--- src/rtl/ser_pkg.sv ---
// Shared types and helpers for the serial bit source.
// Build option: SER_PARITY_EN appends an even-parity bit to each word.
package ser_pkg;

  typedef enum logic {
    ST_IDLE  = 1'b0,
    ST_SHIFT = 1'b1
  } state_t;

  // Bits needed to hold values 0..max_val (never less than one).
  function automatic int cnt_w(input int max_val);
    return (max_val < 2) ? 1 : $clog2(max_val + 1);
  endfunction

endpackage

--- src/rtl/bit_tick_gen.sv ---
// Bit-period divider: strobes the first and last clk cycle of each bit.
// Counter sits at zero while run is low, so each word starts aligned.
module bit_tick_gen
  import ser_pkg::*;
#(
  parameter int DIV = 1
) (
  input  logic clk,
  input  logic reset,
  input  logic run,
  output logic bit_start,
  output logic bit_end
);

  localparam int DW = cnt_w(DIV - 1);
  localparam logic [DW-1:0] DMAX = DW'(DIV - 1);

  logic [DW-1:0] div_cnt;

  always_ff @(posedge clk or negedge reset) begin
    if (!reset) begin
      div_cnt <= '0;
    end else if (!run || div_cnt == DMAX) begin
      div_cnt <= '0;
    end else begin
      div_cnt <= div_cnt + 1'b1;
    end
  end

  assign bit_start = run && (div_cnt == '0);
  assign bit_end   = run && (div_cnt == DMAX);

endmodule

--- src/rtl/ser_bit_src.sv ---
// Parallel-to-serial feeder, LSB first, one bit_en strobe per bit.
// Build option: SER_PARITY_EN adds a trailing even-parity bit.
module ser_bit_src
  import ser_pkg::*;
#(
  parameter int WIDTH = 8,
  parameter int DIV   = 1
) (
  input  logic             clk,
  input  logic             reset,
  input  logic [WIDTH-1:0] data_in,
  input  logic             data_valid,
  output logic             data_ready,
  output logic             bit_out,
  output logic             bit_en,
  output logic             busy
);

`ifdef SER_PARITY_EN
  localparam int NBITS = WIDTH + 1;
`else
  localparam int NBITS = WIDTH;
`endif

  localparam int BW = cnt_w(NBITS - 1);
  localparam logic [BW-1:0] BLAST = BW'(NBITS - 1);

  state_t           state;
  state_t           state_nxt;
  logic [NBITS-1:0] shreg;
  logic [NBITS-1:0] word;
  logic [BW-1:0]    bcnt;
  logic             run;
  logic             bit_start;
  logic             bit_end;
  logic             last;
  logic             load;

  assign run  = (state == ST_SHIFT);
  assign last = run && bit_end && (bcnt == BLAST);
  assign load = data_valid && data_ready;

`ifdef SER_PARITY_EN
  assign word = {^data_in, data_in};
`else
  assign word = data_in;
`endif

  bit_tick_gen #(
    .DIV(DIV)
  ) u_tick (
    .clk      (clk),
    .reset    (reset),
    .run      (run),
    .bit_start(bit_start),
    .bit_end  (bit_end)
  );

  always_comb begin
    state_nxt = state;
    case (state)
      ST_IDLE:  if (load) state_nxt = ST_SHIFT;
      ST_SHIFT: if (last) state_nxt = load ? ST_SHIFT : ST_IDLE;
      default:  state_nxt = ST_IDLE;
    endcase
  end

  // Word end reloads directly, so back-to-back words have no gap.
  always_ff @(posedge clk or negedge reset) begin
    if (!reset) begin
      state <= ST_IDLE;
      shreg <= '0;
      bcnt  <= '0;
    end else begin
      state <= state_nxt;
      if (load) begin
        shreg <= word;
        bcnt  <= '0;
      end else if (run && bit_end) begin
        shreg <= {1'b0, shreg[NBITS-1:1]};
        bcnt  <= last ? '0 : bcnt + 1'b1;
      end
    end
  end

  assign data_ready = !run || last;
  assign bit_out    = run && shreg[0];
  assign bit_en     = bit_start;
  assign busy       = run;

endmodule

--- config.mk ---
export PLATFORM = sky130hd
export DESIGN_NAME = ser_bit_src
export DESIGN_NICKNAME = d
export VERILOG_FILES = /design/src/rtl/ser_pkg.sv /design/src/rtl/bit_tick_gen.sv /design/src/rtl/ser_bit_src.sv
export SDC_FILE = /design/constraint.sdc
export NUM_CORES = 1
export LEC_CHECK = 0
export ABC_AREA = 1
export BUFFER_PORTS_ARGS = -buffer_cell sky130_fd_sc_hd__clkbuf_2
export CAP_MARGIN = 20
export CORE_MARGIN = 1
export CORE_UTILIZATION = 35
export CTS_BUF_LIST = sky130_fd_sc_hd__clkbuf_2
export DETAILED_ROUTE_END_ITERATION = 8
export PLACE_DENSITY = 0.58
export SETUP_SLACK_MARGIN = 0.02
export SKIP_LAST_GASP = 1
export SLEW_MARGIN = 5
export SYNTH_ARGS = -nofsm -noshare
export SYNTH_HDL_FRONTEND = slang
export SYNTH_SLANG_ARGS = --single-unit
--- constraint.sdc ---
create_clock -name clk -period 1.63 [get_ports clk]
set_input_delay 0.163 -clock clk [delete_from_list [all_inputs] [get_ports clk]]
set_output_delay 0.163 -clock clk [all_outputs]
set_load 0.005 [all_outputs]
# Word level (Yosys, flattened, before mapping)
# Index checks and enable logic that the tools add are counted.
# classes
reduce_logical	9
n_addsub	2
eq_ne	1
n_mux	9
n_bitwise	2
# op_table
operator	count
$mux W8	2
$mux W3	3
$logic_and A1 B1 Y1	5
$add A3 B1 Y3 const B	1
$eq A3 B3 Y1 const B	1
$mux W1	3
$logic_or A1 B1 Y1	2
$not A1 Y1	2
$pmux W1 S2	1
$reduce_bool A2 Y1	1
$add A1 B1 Y1 const B	1
$logic_not A1 Y1	1
# totals
out_inout_bits	4
elab_cells	27
in_bits	11
register_bits	13

# Logic depth before layout (Yosys ltp)
# logic_depth
word_depth	9
ltp_mapped	8
depth_no_buf	8

# Hierarchy
# A second synthesis with hierarchy kept.
# hier_totals
hier_cells	90
hier_area_um2	782.0
# by_module_without_submodules
mod	n_inst	seq_area_each_um2	area_each_um2	cells_each
ser_bit_src	1	300.3	735.7	85
bit_tick_gen	1	25.0	46.3	5

# Worst setup path before layout
# Ideal clock, no wire load.
# synth_timing
kind	register to register
startpoint	register bcnt[0]
endpoint	register shreg[0]
required_time_ns	1.565
stages_incl_launch_ff	9
setup_time_ns	0.065
t_arrival_ns	1.258
synth_period_minus_slack_ns	1.323
n_path_buf	1
path_slack_ns	0.307
path_cell_list	dfrtp_1 -> ha_1 -> ha_1 -> nand2_2 -> nand2_4 -> nand2_8 -> buf_8 -> nand3_1 -> nand2_1
# synth_between
elab_chain_cells	5
word_cells_on_any_way	6
classes_between	1 x eq/ne; 1 x mux; 4 x reduce/logical
# synth_rtl
item	line_no	rtl
start, declared	ser_bit_src.sv:32	logic [BW-1:0] bcnt;
start signal, assigned	ser_bit_src.sv:81	bcnt <= last ? '0 : bcnt + 1'b1;
$eq A3 B3 Y1 (*)	ser_bit_src.sv:40	assign last = run && bit_end && (bcnt == BLAST);
$logic_and A1 B1 Y1 (*)	ser_bit_src.sv:40	
$logic_or A1 B1 Y1 (*)	ser_bit_src.sv:86	assign data_ready = !run || last;
named net data_ready	ser_bit_src.sv:13	output logic data_ready,
$logic_and A1 B1 Y1 (*)	ser_bit_src.sv:41	assign load = data_valid && data_ready;
$mux W8 / $reduce_bool A2 Y1 (equally long branches)	--	
end signal, assigned	ser_bit_src.sv:77	shreg <= word;
end signal, assigned	ser_bit_src.sv:80	shreg <= {1'b0, shreg[NBITS-1:1]};
end, declared	ser_bit_src.sv:30	logic [NBITS-1:0] shreg;
# Mark *: on every way through the listed nets, which the timed path passes. The rest lies on a longest branch.
# A chain may end at the register's enable or synchronous reset.

# Worst setup path in the final report
# layout_timing
startpoint	register bcnt[0]
endpoint	output data_ready
# layout_between
elab_chain_cells	3
# layout_rtl
item	line_no
$eq A3 B3 Y1	ser_bit_src.sv:40
$logic_and A1 B1 Y1	ser_bit_src.sv:40
$logic_or A1 B1 Y1	ser_bit_src.sv:86
end, declared	ser_bit_src.sv:13
# No other way between the ends.

==> impl_metrics.json <==
{
  "status": "completed",
  "p_leak_nw": 0.5425,
  "arrival_ns": 1.34,
  "drt-total-wl_microns": 1361,
  "end_kind": "output port",
  "synth-edff-count": 0,
  "synthCells": 95,
  "synth_nets": 108,
  "rrSetupSlack_ns": 0.15,
  "cts_max_path_buffers": 2,
  "synthSimpleGateAreaFrac": 0.3935,
  "root_buffer": "clkbuf_2",
  "cp_max_fo": 6,
  "max_cap_viol_count": 0,
  "drive_above_1_share": 0.2609,
  "yosysTopAreaCellShare": 0.4429,
  "numCtsBuffers": 3,
  "diodes": 0,
  "post_drt_via_cell_ratio": 4.352,
  "yosys.area.top_type": "dfrtp_1",
  "synth_top_family_by_area": "simple AND/OR/NAND/NOR gates",
  "portBuffers": 14,
  "syn2layout_area_growth_pct": 20.10,
  "synthMuxAreaShare": 0,
  "setup_violations": 0,
  "synth_top_flop_cell": "dfrtp_1",
  "synth_area_leaders": "dfrtp_1 44%, nand2_1 19%, nand3_1 12%",
  "cpMaxStageDelayCell": "dfrtp_1",
  "worstPathRequired_ns": 1.47,
  "die_w_microns": 47.81,
  "drv_slew": 0,
  "crit_type": "flop to output port",
  "grt_max_degree": 20,
  "multiInputGateArea_sq_um": 320.3,
  "rows": 16,
  "antenna_found_initial": 0,
  "cpPeakStageDelay_ns": 0.41,
  "start_util": 0.3744,
  "track_usage": 0.1190,
  "fin_crit_ns": 1.506,
  "final_antenna_net_count": 0,
  "yosysMostFrequentCell": "nand2_1",
  "ir_drop_uv": 458.1,
  "dieArea_sq_um": 2286,
  "synth_common_cells": "38 x nand2_1, 17 x nand3_1, 13 x dfrtp_1, 13 x inv_1",
  "hold_path_class": "primary input to flop",
  "gp_congestion": 0.7120,
  "synth_compound_area_frac": 0,
  "regArea_sq_um": 325.3,
  "ys.warnings.count": 0,
  "fin_area_sq_um": 882.1,
  "core_sq_um": 1962,
  "layout.nets": 129,
  "wl_per_cell_microns": 9.585,
  "worstPathCellList": "ha_1 > ha_2 > nand2_2 > nand2_4 > clkbuf_2",
  "clk_latency_ns": 0.26,
  "placed_area_sq_um": 799.5,
  "ys_async_sr_fraction": 1.000,
  "timing.setup.tns_ns": 0,
  "drt_iter0_markers": 17,
  "fmax_ghz": 0.6642,
  "fillers": 216,
  "grt_pass1_wl_microns": 1849,
  "power.density_nw_per_um2": 1152,
  "ys_seq_area_frac": 0.4429,
  "chipHeight_microns": 47.81,
  "clock_sinks": 13,
  "drtPass1Iterations": 4,
  "synth-adder-area-share": 0.03407,
  "synthXorXnorAreaFrac": 0,
  "syn_avg_cell_area_sq_um": 7.731,
  "dp_hpwl_microns": 912.4,
  "cts_tree": "built",
  "rsz0062_at_grt": "false",
  "h-tree-depth": 1,
  "post-route-period-util": 0.9236,
  "num_vias": 618,
  "drc_errors": 0,
  "synth_area_sq_um": 734.5,
  "grt_pass1_vias": 455,
  "clk_pin_slew_ns": 0.13,
  "finalClockSkew_ns": 0.003282,
  "synth-seq-cells": 13,
  "cp-start-kind": "flop",
  "hold_viol": 0,
  "overflow": 0,
  "synth.distinct_cells": 16,
  "ioPinCount": 15
}
-- critical path: cells and delay by family, from the launching register on --
family	cells	cell delay (ns)
buf+inv	1	0.12
simple gates	2	0.16
flops	1	0.41
fa+ha+maj	2	0.39
-- per-layer routing --
metal  vias up  GRT usage  share of wire
met1       274     0.1601           0.49
met5         -          0              0
li1        329          -              -
met4         0    0.06667          0.014
met2        13     0.1784           0.46
met3         2    0.02264          0.035
-- cell usage in the layout, fill, tap and decap left out --
cell type      Yosys  final
dlygate4sd3_1      0      1
nand2_4            1      1
nand2_8            1      1
conb_1             1      1
inv_1             13     13
nand3b_1           1      1
inv_2              1      1
ha_2               0      1
nand2_2            2      2
buf_4              1      4
nand3_1           17     17
nand2_1           38     38
buf_12             0      1
nand3_2            1      1
clkbuf_2           0     18
ha_1               2      1
dfrtp_1           13     13
-- logic make-up (layout without fill, tap and decap cells) --
| family | after synthesis | after routing |
|---|---|---|
| adders and majority gates | 2 | 2 |
| buffers and inverters | 18 | 38 |
| DFF | 13 | 13 |
| other | 1 | 1 |
| and+or+nand+nor | 61 | 61 |
-- worst paths after layout --
check,start,end,depth (start not counted)
min in group asynchronous,reset,bcnt[2]$_DFFE_PN0P_,2
hold reg to reg,shreg[7]$_DFFE_PN0P_,shreg[7]$_DFFE_PN0P_,2
hold / removal,data_in[7],shreg[7]$_DFFE_PN0P_,3
max in group asynchronous,reset,shreg[6]$_DFFE_PN0P_,2
setup / recovery,bcnt[0]$_DFFE_PN0P_,data_ready,5
setup reg to reg,bcnt[0]$_DFFE_PN0P_,shreg[6]$_DFFE_PN0P_,9
-- state kept, by name, summed over array words and instances, names as in the netlist --
name            flops
u_tick.div_cnt      1
bcnt                3
busy                1
shreg               8
-- what timing repair did --
action                     in CTS  in global routing
setup buffers                   0                  5
setup endpoints to repair       0                  1
hold buffers                    1                  0
hold endpoints to repair       13                  0
resized for setup               0                  1
-- area by class of cell --
cell class	instances	share of cell area
Sequential cell	13	0.3688
Multi-Input combinational cell	64	0.3631
Timing Repair Buffer	20	0.1475
Inverter	14	0.05957
Tap cell	27	0.03830
Clock buffer	4	0.02270
-- per-stage QoR --
step	hold slack [ns]	setup WS (ns)	instances	total power, W	util
finish	0.1007	0.1245	142	0.001017	0.4496
global route	0.09515	0.04448	142	0.001110	0.4496
CTS	0.08917	0.02866	137	0.0009833	0.4228
detailed placement	0.08422	0.2089	132	0.0008106	0.4075
global placement	0.07947	0.2410	132	0.0008043	0.4075
floorplan	-0.1326	0.3074	95	0.0007340	-
-- report_power, final --
group / switching (W) / internal [W] / leakage, nW
sequential: 0.0000635 / 0.000429 / 0.165
clock: 0.000103 / 0.0000651 / 0.0166
combinational: 0.000188 / 0.000168 / 0.361
Note: power is estimated with default switching activity, not from simulation.
